==> src/rtl/mmu_readout.sv <==
// mmu_readout: fetches captured 32-bit sample words from the MMU one at a time
// and serialises their enabled byte groups, LSB group first, onto a byte-wide
// valid/ready stream toward the UART transmitter.
// Optional feature macro: LOGIP_READOUT_ABORT_EN adds abort_i, which returns a
// running transfer to IDLE and drops any byte not yet accepted.
module mmu_readout #(
    parameter int MEM_LAT = 1,
    parameter int CNT_W   = 16
) (
    input  logic             clk_i,
    input  logic             rst_in,
    input  logic             start_i,
    input  logic [CNT_W-1:0] read_cnt_i,
    input  logic [3:0]       grp_en_i,
`ifdef LOGIP_READOUT_ABORT_EN
    input  logic             abort_i,
`endif
    output logic             mem_read_o,
    input  logic [31:0]      mem_i,
    output logic [7:0]       tx_data_o,
    output logic             tx_stb_o,
    input  logic             tx_rdy_i,
    output logic             busy_o,
    output logic             done_o
);

    typedef enum logic [2:0] {
        S_IDLE,
        S_REQ,
        S_WAIT,
        S_SEND,
        S_DONE
    } state_t;

    localparam logic [2:0] LAT_INIT = 3'(MEM_LAT);

    state_t           state_reg, state_next;
    logic [CNT_W-1:0] word_cnt_reg, word_cnt_next;
    logic [3:0]       grp_en_reg, grp_en_next;
    logic [2:0]       lat_cnt_reg, lat_cnt_next;
    logic [31:0]      word_reg, word_next;
    logic [1:0]       idx_reg, idx_next;

    logic             abort;
    logic [3:0]       pending;
    logic [3:0]       above;
    logic [7:0]       word_bytes [4];
    logic [1:0]       cur_idx;
    logic             cur_valid;
    logic             more_after;
    logic             word_end;

`ifdef LOGIP_READOUT_ABORT_EN
    assign abort = abort_i;
`else
    assign abort = 1'b0;
`endif

    // Per-group views: enabled groups at or beyond the byte index, groups
    // above the current one, and the byte lanes of the captured word.
    generate
        for (genvar gi = 0; gi < 4; gi++) begin : g_lane
            assign pending[gi]    = grp_en_reg[gi] && (idx_reg <= 2'(gi));
            assign above[gi]      = (2'(gi) > cur_idx);
            assign word_bytes[gi] = word_reg[8*gi +: 8];
        end
    endgenerate

    // Lowest pending enabled group is the byte currently offered; disabled
    // groups are skipped without spending a cycle.
    always_comb begin
        cur_idx   = 2'd0;
        cur_valid = |pending;
        for (int i = 3; i >= 0; i--) begin
            if (pending[i]) cur_idx = 2'(i);
        end
        more_after = |(grp_en_reg & above);
    end

    // State and datapath registers; reset clears everything at once.
    always_ff @(posedge clk_i or negedge rst_in) begin
        if (!rst_in) begin
            state_reg    <= S_IDLE;
            word_cnt_reg <= '0;
            grp_en_reg   <= '0;
            lat_cnt_reg  <= '0;
            word_reg     <= '0;
            idx_reg      <= '0;
        end else begin
            state_reg    <= state_next;
            word_cnt_reg <= word_cnt_next;
            grp_en_reg   <= grp_en_next;
            lat_cnt_reg  <= lat_cnt_next;
            word_reg     <= word_next;
            idx_reg      <= idx_next;
        end
    end

    // Next-state and output decode; outputs depend only on state and
    // registered data so a pending byte stays stable while stalled.
    always_comb begin
        state_next    = state_reg;
        word_cnt_next = word_cnt_reg;
        grp_en_next   = grp_en_reg;
        lat_cnt_next  = lat_cnt_reg;
        word_next     = word_reg;
        idx_next      = idx_reg;
        word_end      = 1'b0;
        mem_read_o    = 1'b0;
        tx_data_o     = 8'h00;
        tx_stb_o      = 1'b0;
        busy_o        = 1'b0;
        done_o        = 1'b0;

        case (state_reg)
            S_IDLE: begin
                if (start_i && !abort) begin
                    word_cnt_next = read_cnt_i;
                    grp_en_next   = grp_en_i;
                    state_next    = S_REQ;
                end
            end
            S_REQ: begin
                busy_o       = 1'b1;
                mem_read_o   = 1'b1;
                lat_cnt_next = LAT_INIT;
                state_next   = S_WAIT;
            end
            S_WAIT: begin
                busy_o       = 1'b1;
                lat_cnt_next = lat_cnt_reg - 3'd1;
                if (lat_cnt_reg == 3'd1) begin
                    word_next  = mem_i;
                    idx_next   = 2'd0;
                    state_next = S_SEND;
                end
            end
            S_SEND: begin
                busy_o = 1'b1;
                if (cur_valid) begin
                    tx_stb_o  = 1'b1;
                    tx_data_o = word_bytes[cur_idx];
                    if (tx_rdy_i) begin
                        if (more_after) idx_next = cur_idx + 2'd1;
                        else            word_end = 1'b1;
                    end
                end else begin
                    word_end = 1'b1;
                end
                if (word_end) begin
                    if (word_cnt_reg == '0) begin
                        state_next = S_DONE;
                    end else begin
                        word_cnt_next = word_cnt_reg - CNT_W'(1);
                        state_next    = S_REQ;
                    end
                end
            end
            S_DONE: begin
                busy_o     = 1'b1;
                done_o     = 1'b1;
                state_next = S_IDLE;
            end
            default: state_next = S_IDLE;
        endcase

        if (abort && (state_reg != S_IDLE)) begin
            state_next = S_IDLE;
            mem_read_o = 1'b0;
            tx_stb_o   = 1'b0;
            tx_data_o  = 8'h00;
            done_o     = 1'b0;
        end
    end

endmodule

==> config.mk <==
export PLATFORM = sky130hd
export DESIGN_NAME = mmu_readout
export DESIGN_NICKNAME = d
export VERILOG_FILES = /design/src/rtl/mmu_readout.sv
export SDC_FILE = /design/constraint.sdc
export NUM_CORES = 1
export LEC_CHECK = 0
export ABC_AREA = 1
export CAP_MARGIN = 20
export CORE_MARGIN = 4
export CORE_UTILIZATION = 50
export DETAILED_ROUTE_END_ITERATION = 8
export MAX_ROUTING_LAYER = met4
export PLACE_DENSITY = 0.78
export SYNTH_ARGS = -nofsm -noshare
export SYNTH_HDL_FRONTEND = slang
export SYNTH_SLANG_ARGS = --single-unit
==> constraint.sdc <==
create_clock -name clk_i -period 2.6 [get_ports clk_i]
set_clock_uncertainty 0.1 [all_clocks]
set_input_delay 0.26 -clock clk_i [delete_from_list [all_inputs] [get_ports clk_i]]
set_output_delay 0.26 -clock clk_i [all_outputs]
set_load 0.01 [all_outputs]
# [Word-level counts from Yosys, hierarchy flattened]
# Cells that the tools add are included.
[word_totals] ff_bits=60 inputBits=56 out_inout_bits=12 wordCells=82
[classes] n_addsub=3 order_cmp=9 n_eq_ne=12 mux=33 bitwise=2 reduce_logical=17
[ops] op="$mux 16" count=3
[ops] op="$mux 8" count=4
[ops] op="$pmux 16 s2" count=1
[ops] op="$bmux 8 s2" count=1
[ops] op="$logic_not 16->1" count=1
[ops] op="$mux 2" count=8
[ops] op="$sub 16x1->16 const B" count=1
[ops] op="$ne 2x2->1 const B" count=7
[ops] op="$mux 3" count=4
[ops] op="$pmux 3 s4" count=1
[ops] op="$reduce_or 4->1" count=3
[ops] op="$mux 1" count=9
[ops] op="$eq 3x1->1 const B" count=2
[ops] op="$eq 3x2->1 const B" count=2
[ops] op="$pmux 3 s2" count=1
[ops] op="$reduce_bool 2->1" count=3
[ops] op="$reduce_and 5->1" count=1
[ops] op="$and 4x4->4" count=1
[ops] op="$gt 1x2->1 const A" count=2
[ops] op="$gt 2x2->1 const A" count=2
[ops] op="$le 2x1->1 const B" count=2
[ops] op="$le 2x2->1 const B" count=2
[ops] op="$logic_and 1x1->1" count=4
[ops] op="$pmux 2 s2" count=1
[ops] op="other kinds (9)" count=10

# [Logic depth before layout (Yosys ltp)]
[depth] ltp_word=15 ltp_mapped=13 ltp_nobuf=13

# [Worst setup path before layout]
# No wires, ideal clock.
[synth_timing] kind="register to register" from="register word_cnt_reg[0]" to="register word_cnt_reg[0]" setup_ps=117 arrival_time_ps=1486 required_time_ps=2383 setup_slack_ps=897 path_stages_with_launch=11 path_buffers=1 synth_period_minus_slack_ps=1703 cell_sequence="dfrtp_1 > inv_1 > ha_1 > nand2_1 > nor2_2 > nand2_2 > o21ai_4 > nand2_4 > buf_2 > nand4_1 > nand2_1"
[synth_between] elab_chain_cells=4 elab_cells_between_ends=7 cone_classes="1 x add/sub; 1 x eq/ne; 3 x mux; 2 x reduce/logical"
[synth_rtl] element="start, declared" line_no="38" text="logic [CNT_W-1:0] word_cnt_reg, word_cnt_next;"
[synth_rtl] element="start signal, assigned" line_no="91" text="word_cnt_reg <= word_cnt_next;"
[synth_rtl] element="$sub 16x1->16" line_no="154" text="word_cnt_next = word_cnt_reg - CNT_W'(1);"
[synth_rtl] element="$mux 16" line_no="151" text="if (word_cnt_reg == '0) begin"
[synth_rtl] element="$mux 16" line_no="150" text="if (word_end) begin"
[synth_rtl] element="$pmux 16 s2" line_no="115" text="case (state_reg)"
# Parallel ways exist; a longest one is shown, timed or not. The select of a mux whose other input is x is not followed.
# A chain may end at the register's enable or synchronous reset.

# [Worst setup path in the final report]
[layout_timing] from="register idx_reg[1]" to="output tx_data_o[1]"
[layout_between] elab_chain_cells=12 elab_cells_between_ends=19 cone_classes="4 x order compare; 9 x mux; 1 x bitwise; 5 x reduce/logical"
[layout_rtl] element="start, declared" line_no="42" text="logic [1:0] idx_reg, idx_next;"
[layout_rtl] element="start signal, assigned" line_no="95" text="idx_reg <= idx_next;"
[layout_rtl] element="$le 2x2->1" line_no="63" text="assign pending[gi] = grp_en_reg[gi] && (idx_reg <= 2'(gi));"
[layout_rtl] element="$logic_and 1x1->1" line_no="63"
[layout_rtl] element="$mux 2 (4 in a row)" line_no="75" text="if (pending[i]) cur_idx = 2'(i);"
[layout_rtl] element="$not 2->3 (not written as such)" line_no="142" text="tx_data_o = word_bytes[cur_idx];"
[layout_rtl] element="$bmux 8 s2" line_no="142"
[layout_rtl] element="$mux 8 (not written as such) (2 in a row)" line_no="142"
[layout_rtl] element="$mux 8 (*)" line_no="140" text="if (cur_valid) begin"
[layout_rtl] element="$mux 8 (*)" line_no="115"
[layout_rtl] element="end, declared" line_no="20" text="output logic [7:0] tx_data_o,"
# Mark *: on every way between the ends. The rest lies on a longest branch, timed or not. The select of a mux whose other input is x is not followed.

==> load_flow_metrics.sql <==
INSERT INTO impl_metrics (metric_group, metric, value, unit) VALUES
('critical_path', 'ff2ff_setup_slack', '650', 'ps'),
('finish', 'flip_flop_count_of_the_largest_register_all_copies_and_words_added', '32', ''),
('floorplanning', 'die_area', '8120', 'µm²'),
('synthesis', 'post_synth_num_cell_types', '34', ''),
('critical_path', 'timing.rr.start', 'word_cnt_reg[0]', ''),
('floorplanning', 'ios', '68', ''),
('finish', 'final_common_cell', 'sky130_fd_sc_hd__nand2_1', ''),
('global_routing', 'grt_remaining_overflow', '0', ''),
('placement', 'place_congestion', '0.904', ''),
('job', 'maxCapViolations', '0', ''),
('timing', 'max_clock_freq', '0.405', 'GHz'),
('finish', 'layout.nets', '545', ''),
('clock_network', 'cts.sink_count', '60', ''),
('clock_network', 'cts.root.buffer_cell', 'sky130_fd_sc_hd__clkbuf_8', ''),
('finish', 'drive_gt1_frac', '0.161', ''),
('power_and_ir_drop', 'post-layout-total-power', '5.71', 'mW'),
('critical_path', 'cp_slowest_stage_delay', '400', 'ps'),
('critical_path', 'timing.rr.end', 'word_cnt_reg[12]', ''),
('synthesis', 'yosysSeqAreaShare', '0.445', ''),
('route', 'routed-via-count', '3056', ''),
('critical_path', 'timing.critical_path.arrival', '2110', 'ps'),
('clock_network', 'clkLatencyLatePin', '330', 'ps'),
('finish', 'areaGrowthSynthToFinish', '29.3', '%'),
('global_routing', 'grt_max_degree', '39', ''),
('floorplanning', 'row_count', '29', ''),
('floorplanning', 'core_region', '6460', 'µm²'),
('floorplanning', 'initial_utilization', '0.522', ''),
('finish', 'register_area', '1500', 'µm²'),
('critical_path', 'cp.required', '2240', 'ps'),
('critical_path', 'worst_setup_path_start', 'idx_reg[1]', ''),
('finish', 'layout_common_cells', 'sky130_fd_sc_hd__nand2_1, sky130_fd_sc_hd__dfrtp_1, sky130_fd_sc_hd__clkdlybuf4s50_1, sky130_fd_sc_hd__nor2_1, sky130_fd_sc_hd__inv_1', ''),
('power_and_ir_drop', 'p_leak', '2.11', 'nW'),
('power_and_ir_drop', 'switching_share', '0.446', ''),
('route', 'via_per_inst', '5.38', ''),
('critical_path', 'crit_chain', 'inv_1 > nand2_1 > nand2_1 > nand2_4 > buf_4 > inv_1 > nor2_1 > nor2_1 > o21ai_0 > a31oi_1 > dlygate4sd2_1', ''),
('synthesis', 'synth.avg_cell_area', '8.23', 'µm²'),
('global_routing', 'vias_in_the_first_global_route', '2996', ''),
('synthesis', 'ys_warn_count', '0', ''),
('route', 'detail_route.iter0.violations', '133', ''),
('clock_network', 'cts.clk_slew.worst_paths', '70', 'ps'),
('critical_path', 'slowest_stage', 'sky130_fd_sc_hd__dfrtp_1', ''),
('global_routing', 'global_route.usage.total', '0.214', ''),
('power_and_ir_drop', 'power_density', '1310', 'nW/µm²'),
('timing', 'timing.final.crit_period', '2470', 'ps'),
('route', 'wire_per_inst', '14.4', 'µm'),
('critical_path', 'crit_buf_inv', '4', ''),
('timing', 'timing.final.setup_violations', '0', ''),
('critical_path', 'critical_path_depth', '11', ''),
('finish', 'num_antenna_cells', '0', ''),
('finish', 'area_of_combinational_cells_with_multiple_inputs', '1660', 'µm²'),
('critical_path', 'crit_type', 'flip-flop to primary output', ''),
('power_and_ir_drop', 'share_comb_of_total_power', '0.548', ''),
('route', 'postRouteWirelength', '8.18', 'mm'),
('synthesis', 'postSynthCellCount', '410', ''),
('timing', 'slew-limit-headroom', '0.657', ''),
('floorplanning', 'die_x', '90.1', 'µm'),
('finish', 'filler_cell_count', '543', ''),
('status', 'outcome', 'finished clean', ''),
('clock_network', 'cts_buffers', '9', ''),
('timing', 'unrepaired_setup_endpoints_after_global_routing', 'yes', ''),
('power_and_ir_drop', 'intPower', '3.16', 'mW'),
('floorplanning', 'die_h', '90.1', 'µm'),
('power_and_ir_drop', 'seqPwrFrac', '0.303', ''),
('route', 'drt_first_pass_iters', '5', ''),
('route', 'detail-route-antenna-nets', '0', ''),
('timing', 'fin_crit_sh', '0.950', ''),
('clock_network', 'htree_num_levels', '3', ''),
('timing', 'final-hold-violation-count', '0', ''),
('critical_path', 'worst-r2r-cell-count', '10', ''),
('placement', 'place_hpwl', '6.00', 'mm'),
('power_and_ir_drop', 'irDropWorstVdd', '0.729', 'mV');
## logic make-up after synthesis
kind of cell | count (synthesis) | share of synthesized area
simple gates | 206 | 0.276
compound gates | 60 | 0.101
flops | 60 | 0.445
buf+inv | 50 | 0.0649
mux | 29 | 0.0968
fa+ha+maj | 3 | 0.0111
xor+xnor | 2 | 0.00519
## final cells by class
type / count / area share
clock buffer: 10 / 0.0315
clock inverter: 6 / 0.0146
inverter: 37 / 0.0336
multi-input combinational: 300 / 0.381
sequential: 60 / 0.344
tap: 77 / 0.0221
timing repair buffer: 78 / 0.173
## repair_timing
action / 4_1_cts / 5_1_grt
pin swaps: 0 / 1
hold buffers: 1 / 0
setup buffers: 0 / 3
gates resized for setup: 7 / 10
setup endpoints to repair: 8 / 5
hold endpoints to repair: 21 / 0
## routing by layer
| metal | global-route usage | vias to the layer above | share of wire |
|---|---|---|---|
| met5 | - | - | 0 |
| met4 | 0.0599 | 0 | 0.010 |
| met3 | 0.0576 | 7 | 0.069 |
| met2 | 0.334 | 111 | 0.49 |
| met1 | 0.276 | 1427 | 0.43 |
| li1 | - | 1511 | - |
## power by group through the flow
| stage | combinational, mW | clock [mW] | sequential [mW] |
|---|---|---|---|
| 2_1_floorplan | 2.28 | 0 | 1.63 |
| 3_3_place_gp | 2.96 | 0 | 1.73 |
| 3_5_place_dp | 3.05 | 0 | 1.74 |
| 4_1_cts | 3.06 | 0.868 | 1.73 |
| 5_1_grt | 3.53 | 0.925 | 1.79 |
| 6_report | 3.13 | 0.848 | 1.73 |
## synth_stat cells
library cell / number / area, µm²
sky130_fd_sc_hd__a21boi_0: 1 / 7.51
sky130_fd_sc_hd__a21oi_1: 23 / 115
sky130_fd_sc_hd__a22oi_1: 6 / 45.0
sky130_fd_sc_hd__a31oi_1: 4 / 25.0
sky130_fd_sc_hd__and2_1: 1 / 6.26
sky130_fd_sc_hd__buf_2: 7 / 35.0
sky130_fd_sc_hd__buf_6: 3 / 33.8
sky130_fd_sc_hd__clkbuf_1: 3 / 11.3
sky130_fd_sc_hd__clkinv_1: 2 / 7.51
sky130_fd_sc_hd__dfrtp_1: 60 / 1500
sky130_fd_sc_hd__ha_1: 3 / 37.5
sky130_fd_sc_hd__inv_1: 31 / 116
sky130_fd_sc_hd__inv_2: 4 / 15.0
sky130_fd_sc_hd__mux2_2: 29 / 327
sky130_fd_sc_hd__nand2_1: 106 / 398
sky130_fd_sc_hd__nand2_2: 5 / 31.3
sky130_fd_sc_hd__nand2_4: 1 / 11.3
sky130_fd_sc_hd__nand3_1: 15 / 75.1
sky130_fd_sc_hd__nand3_2: 2 / 20.0
sky130_fd_sc_hd__nand3_4: 1 / 17.5
sky130_fd_sc_hd__nand3b_1: 4 / 30.0
sky130_fd_sc_hd__nand4_1: 19 / 119
sky130_fd_sc_hd__nor2_1: 45 / 169
sky130_fd_sc_hd__nor2_2: 3 / 18.8
sky130_fd_sc_hd__nor2_4: 2 / 22.5
sky130_fd_sc_hd__nor3_1: 1 / 5.00
sky130_fd_sc_hd__nor4_1: 1 / 6.26
sky130_fd_sc_hd__o21ai_0: 21 / 105
sky130_fd_sc_hd__o21ai_1: 1 / 5.00
sky130_fd_sc_hd__o21ai_4: 1 / 16.3
sky130_fd_sc_hd__o221ai_1: 1 / 8.76
sky130_fd_sc_hd__o22ai_1: 1 / 6.26
sky130_fd_sc_hd__o31ai_1: 1 / 7.51
sky130_fd_sc_hd__xnor2_1: 2 / 17.5
## through the flow
step	setup TNS (ps)	utilization	setup WS, ps	area (µm²)	cells
CTS	0	0.670	13.9	4320	565
detailed placement	0	0.636	213	4110	548
floorplan	0	-	897	3370	410
finish	0	0.676	131	4360	568
global placement	0	0.636	261	4110	548
global route	-102	0.676	-102	4360	568
## worst max path at each step
stage / endpoint / slack (ps)
after global routing: tx_data_o[1] / -100
after global placement: tx_data_o[1] / 260
after CTS: tx_data_o[6] / 10
after detailed placement: tx_data_o[7] / 210
after floorplan: word_cnt_reg[0] / 900
final: tx_data_o[1] / 130
Power figures use the tool's default switching activity.
==> edit (same settings) <==
Build with the macro `LOGIP_READOUT_ABORT_EN` defined.
--- a/src/rtl/mmu_readout.sv
+++ b/src/rtl/mmu_readout.sv
@@ -4,4 +4,6 @@
 // Optional feature macro: LOGIP_READOUT_ABORT_EN adds abort_i, which returns a
 // running transfer to IDLE and drops any byte not yet accepted.
+`define LOGIP_READOUT_ABORT_EN
+
 module mmu_readout #(
     parameter int MEM_LAT = 1,
Interface: changed (added abort_i); port bits go from 68 to 69. No check against the original RTL was run, so the function may have changed too.
==> edit against the original RTL <==
Power down 14%; die area is 0.64% lower; wire length is 1.6% higher; via count grew 0.92%; synthesized area fell by 0.70%; sequential cell count did not move; synthesized cell count decreased by 0.24%; setup slack worse by 0.013 ns; design area rose by 0.37%.
==> edit: results (changes against the original RTL) <==
| Metric | Value |
|---|---|
| Status | finished clean (unchanged) |
| Postcts setup bufs | 1 (was 0) |
| Reg-to-reg critical path startpoint | state_reg[2] (was word_cnt_reg[0]) |
| Per-cell routed wire length | 14.51 um (was 14.40 um) |
| Worst slack, placed | 0.2123 ns (was 0.2130 ns) |
| IO buf count | 68 (was 67) |
| Seq area share | 34.29% (was 34.41%) |
| Worst VDD drop | 521.3 uV (was 728.8 uV) |
| Ys async rst share | 100.0% (unchanged) |
| Post-synthesis compound-gate area fraction | 7.658% (was 10.13%) |
| Syn Nets | 469 (unchanged) |
| # clk buffers | 12 (was 10) |
| Placed Area | 0.004130 mm2 (was 0.004108 mm2) |
| Area contributors post-synth | dfrtp_1, nand2_1, mux2_2 (unchanged) |
| CP endpoint | tx_data_o[6] (was tx_data_o[1]) |
| Top delay family on crit path | simple AND/OR/NAND/NOR gates (was buffers and inverters) |
| Non-clk bufs | 81 (was 78) |
| Clk cell area share | 4.629% (was 4.617%) |
| Vias | 3084 (was 3056) |
| Post-synth cell types | 32 (was 34) |
| First-pass GRT wire length | 13900 um (was 13940 um) |
| FILL cells | 552 (was 543) |
| Layout Area Growth over Synthesis | 30.74% (was 29.34%) |
| Post-route design area | 0.004379 mm2 (was 0.004363 mm2) |
| P_leak | 0.002090 uW (was 0.002109 uW) |
| Minimum clock period | 2.482 ns (was 2.469 ns) |
| Final hold slack | 0.3937 ns (was 0.3263 ns) |
| 1st-pass router iterations | 4 (was 5) |
| Drt first-iter violations | 220 (was 133) |
| FF-to-FF End | word_cnt_reg[3] (was word_cnt_reg[12]) |
| Syn_area_per_cell | 8.189 um2 (was 8.227 um2) |
| R2R Setup Slk | 0.50 ns (was 0.65 ns) |
| Crit-path max cell delay | 0.40 ns (about the same) |
| Sequential fraction of the synthesis area | 44.83% (was 44.51%) |
| Multi-input gates | 304 (was 300) |
| Non-Filler Instances | 573 (was 568) |
| DP HPWL | 5915 um (was 6002 um) |
| Mux cell area share after synthesis | 11.77% (was 9.681%) |
| Final GP Congestion | 0.8761 (was 0.9035) |
| Share of cells above drive strength 1 | 16.33% (was 16.09%) |
| XOR/XNOR share of the synthesized area | 1.046% (was 0.5193%) |
| Fraction of cell area in non-clock buffers | 17.71% (was 17.32%) |
| Post-synth top cells | nand2_1, dfrtp_1, nor2_1, nand3_1, inv_1 (was nand2_1, dfrtp_1, nor2_1, inv_1, mux2_2) |
| Min-delay src | word_reg[27] |
| Critical path peak fanout | 8 (was 12) |
| HP Class | reg2reg (was in2async) |
| Worst slew margin | 52.49% (was 65.73%) |
| Post-CTS sizing | 11 (was 7) |
| Final net count | 551 (was 545) |
| Number of global-route vias before repair | 3039 (was 2996) |
| Post-Synth Adder-Cell Area | 1.121% (was 1.113%) |
| Multi-input gate area | 0.001668 mm2 (was 0.001662 mm2) |
| Invs w/o clock | 35 (was 37) |
| Global Route Usage Sum | 21.65% (was 21.41%) |
| Largest net degree at the start of global routing | 33 (was 39) |
## edit: cell types whose count changed after synthesis, sizes merged, moves of 2 or more
| cell | delta |
|---|---|
| nor3 | +4 |
| a22oi | -6 |
| buf | -2 |
| nand3b | -4 |
| nand4 | -16 |
| mux2 | +6 |
| o21ai | +6 |
| a21oi | -16 |
| a31oi | +6 |
| nand2 | +9 |
| inv | -2 |
| nand3 | +14 |
| xor2 | +2 |
| nor2 | +2 |
## edit: routing by layer
metal / routed length, um / part of all wire, % / vias to the layer above / global-route usage (%)
li1: - / - / 1500 / -
met1: 3572 / 43 / 1466 / 25.69
met2: 4092 / 49 / 103 / 35.15
met3: 536 / 6.4 / 15 / 7.679
met4: 113 / 1.4 / 0 / 6.003
met5: 0 / 0 / - / -
## edit: power breakdown
group | total (uW) | switching (uW) | internal (uW)
sequential | 1730 | 338 | 1390
clock | 869 | 377 | 492
combinational | 2300 | 1330 | 971
total | 4890 | 2040 | 2850
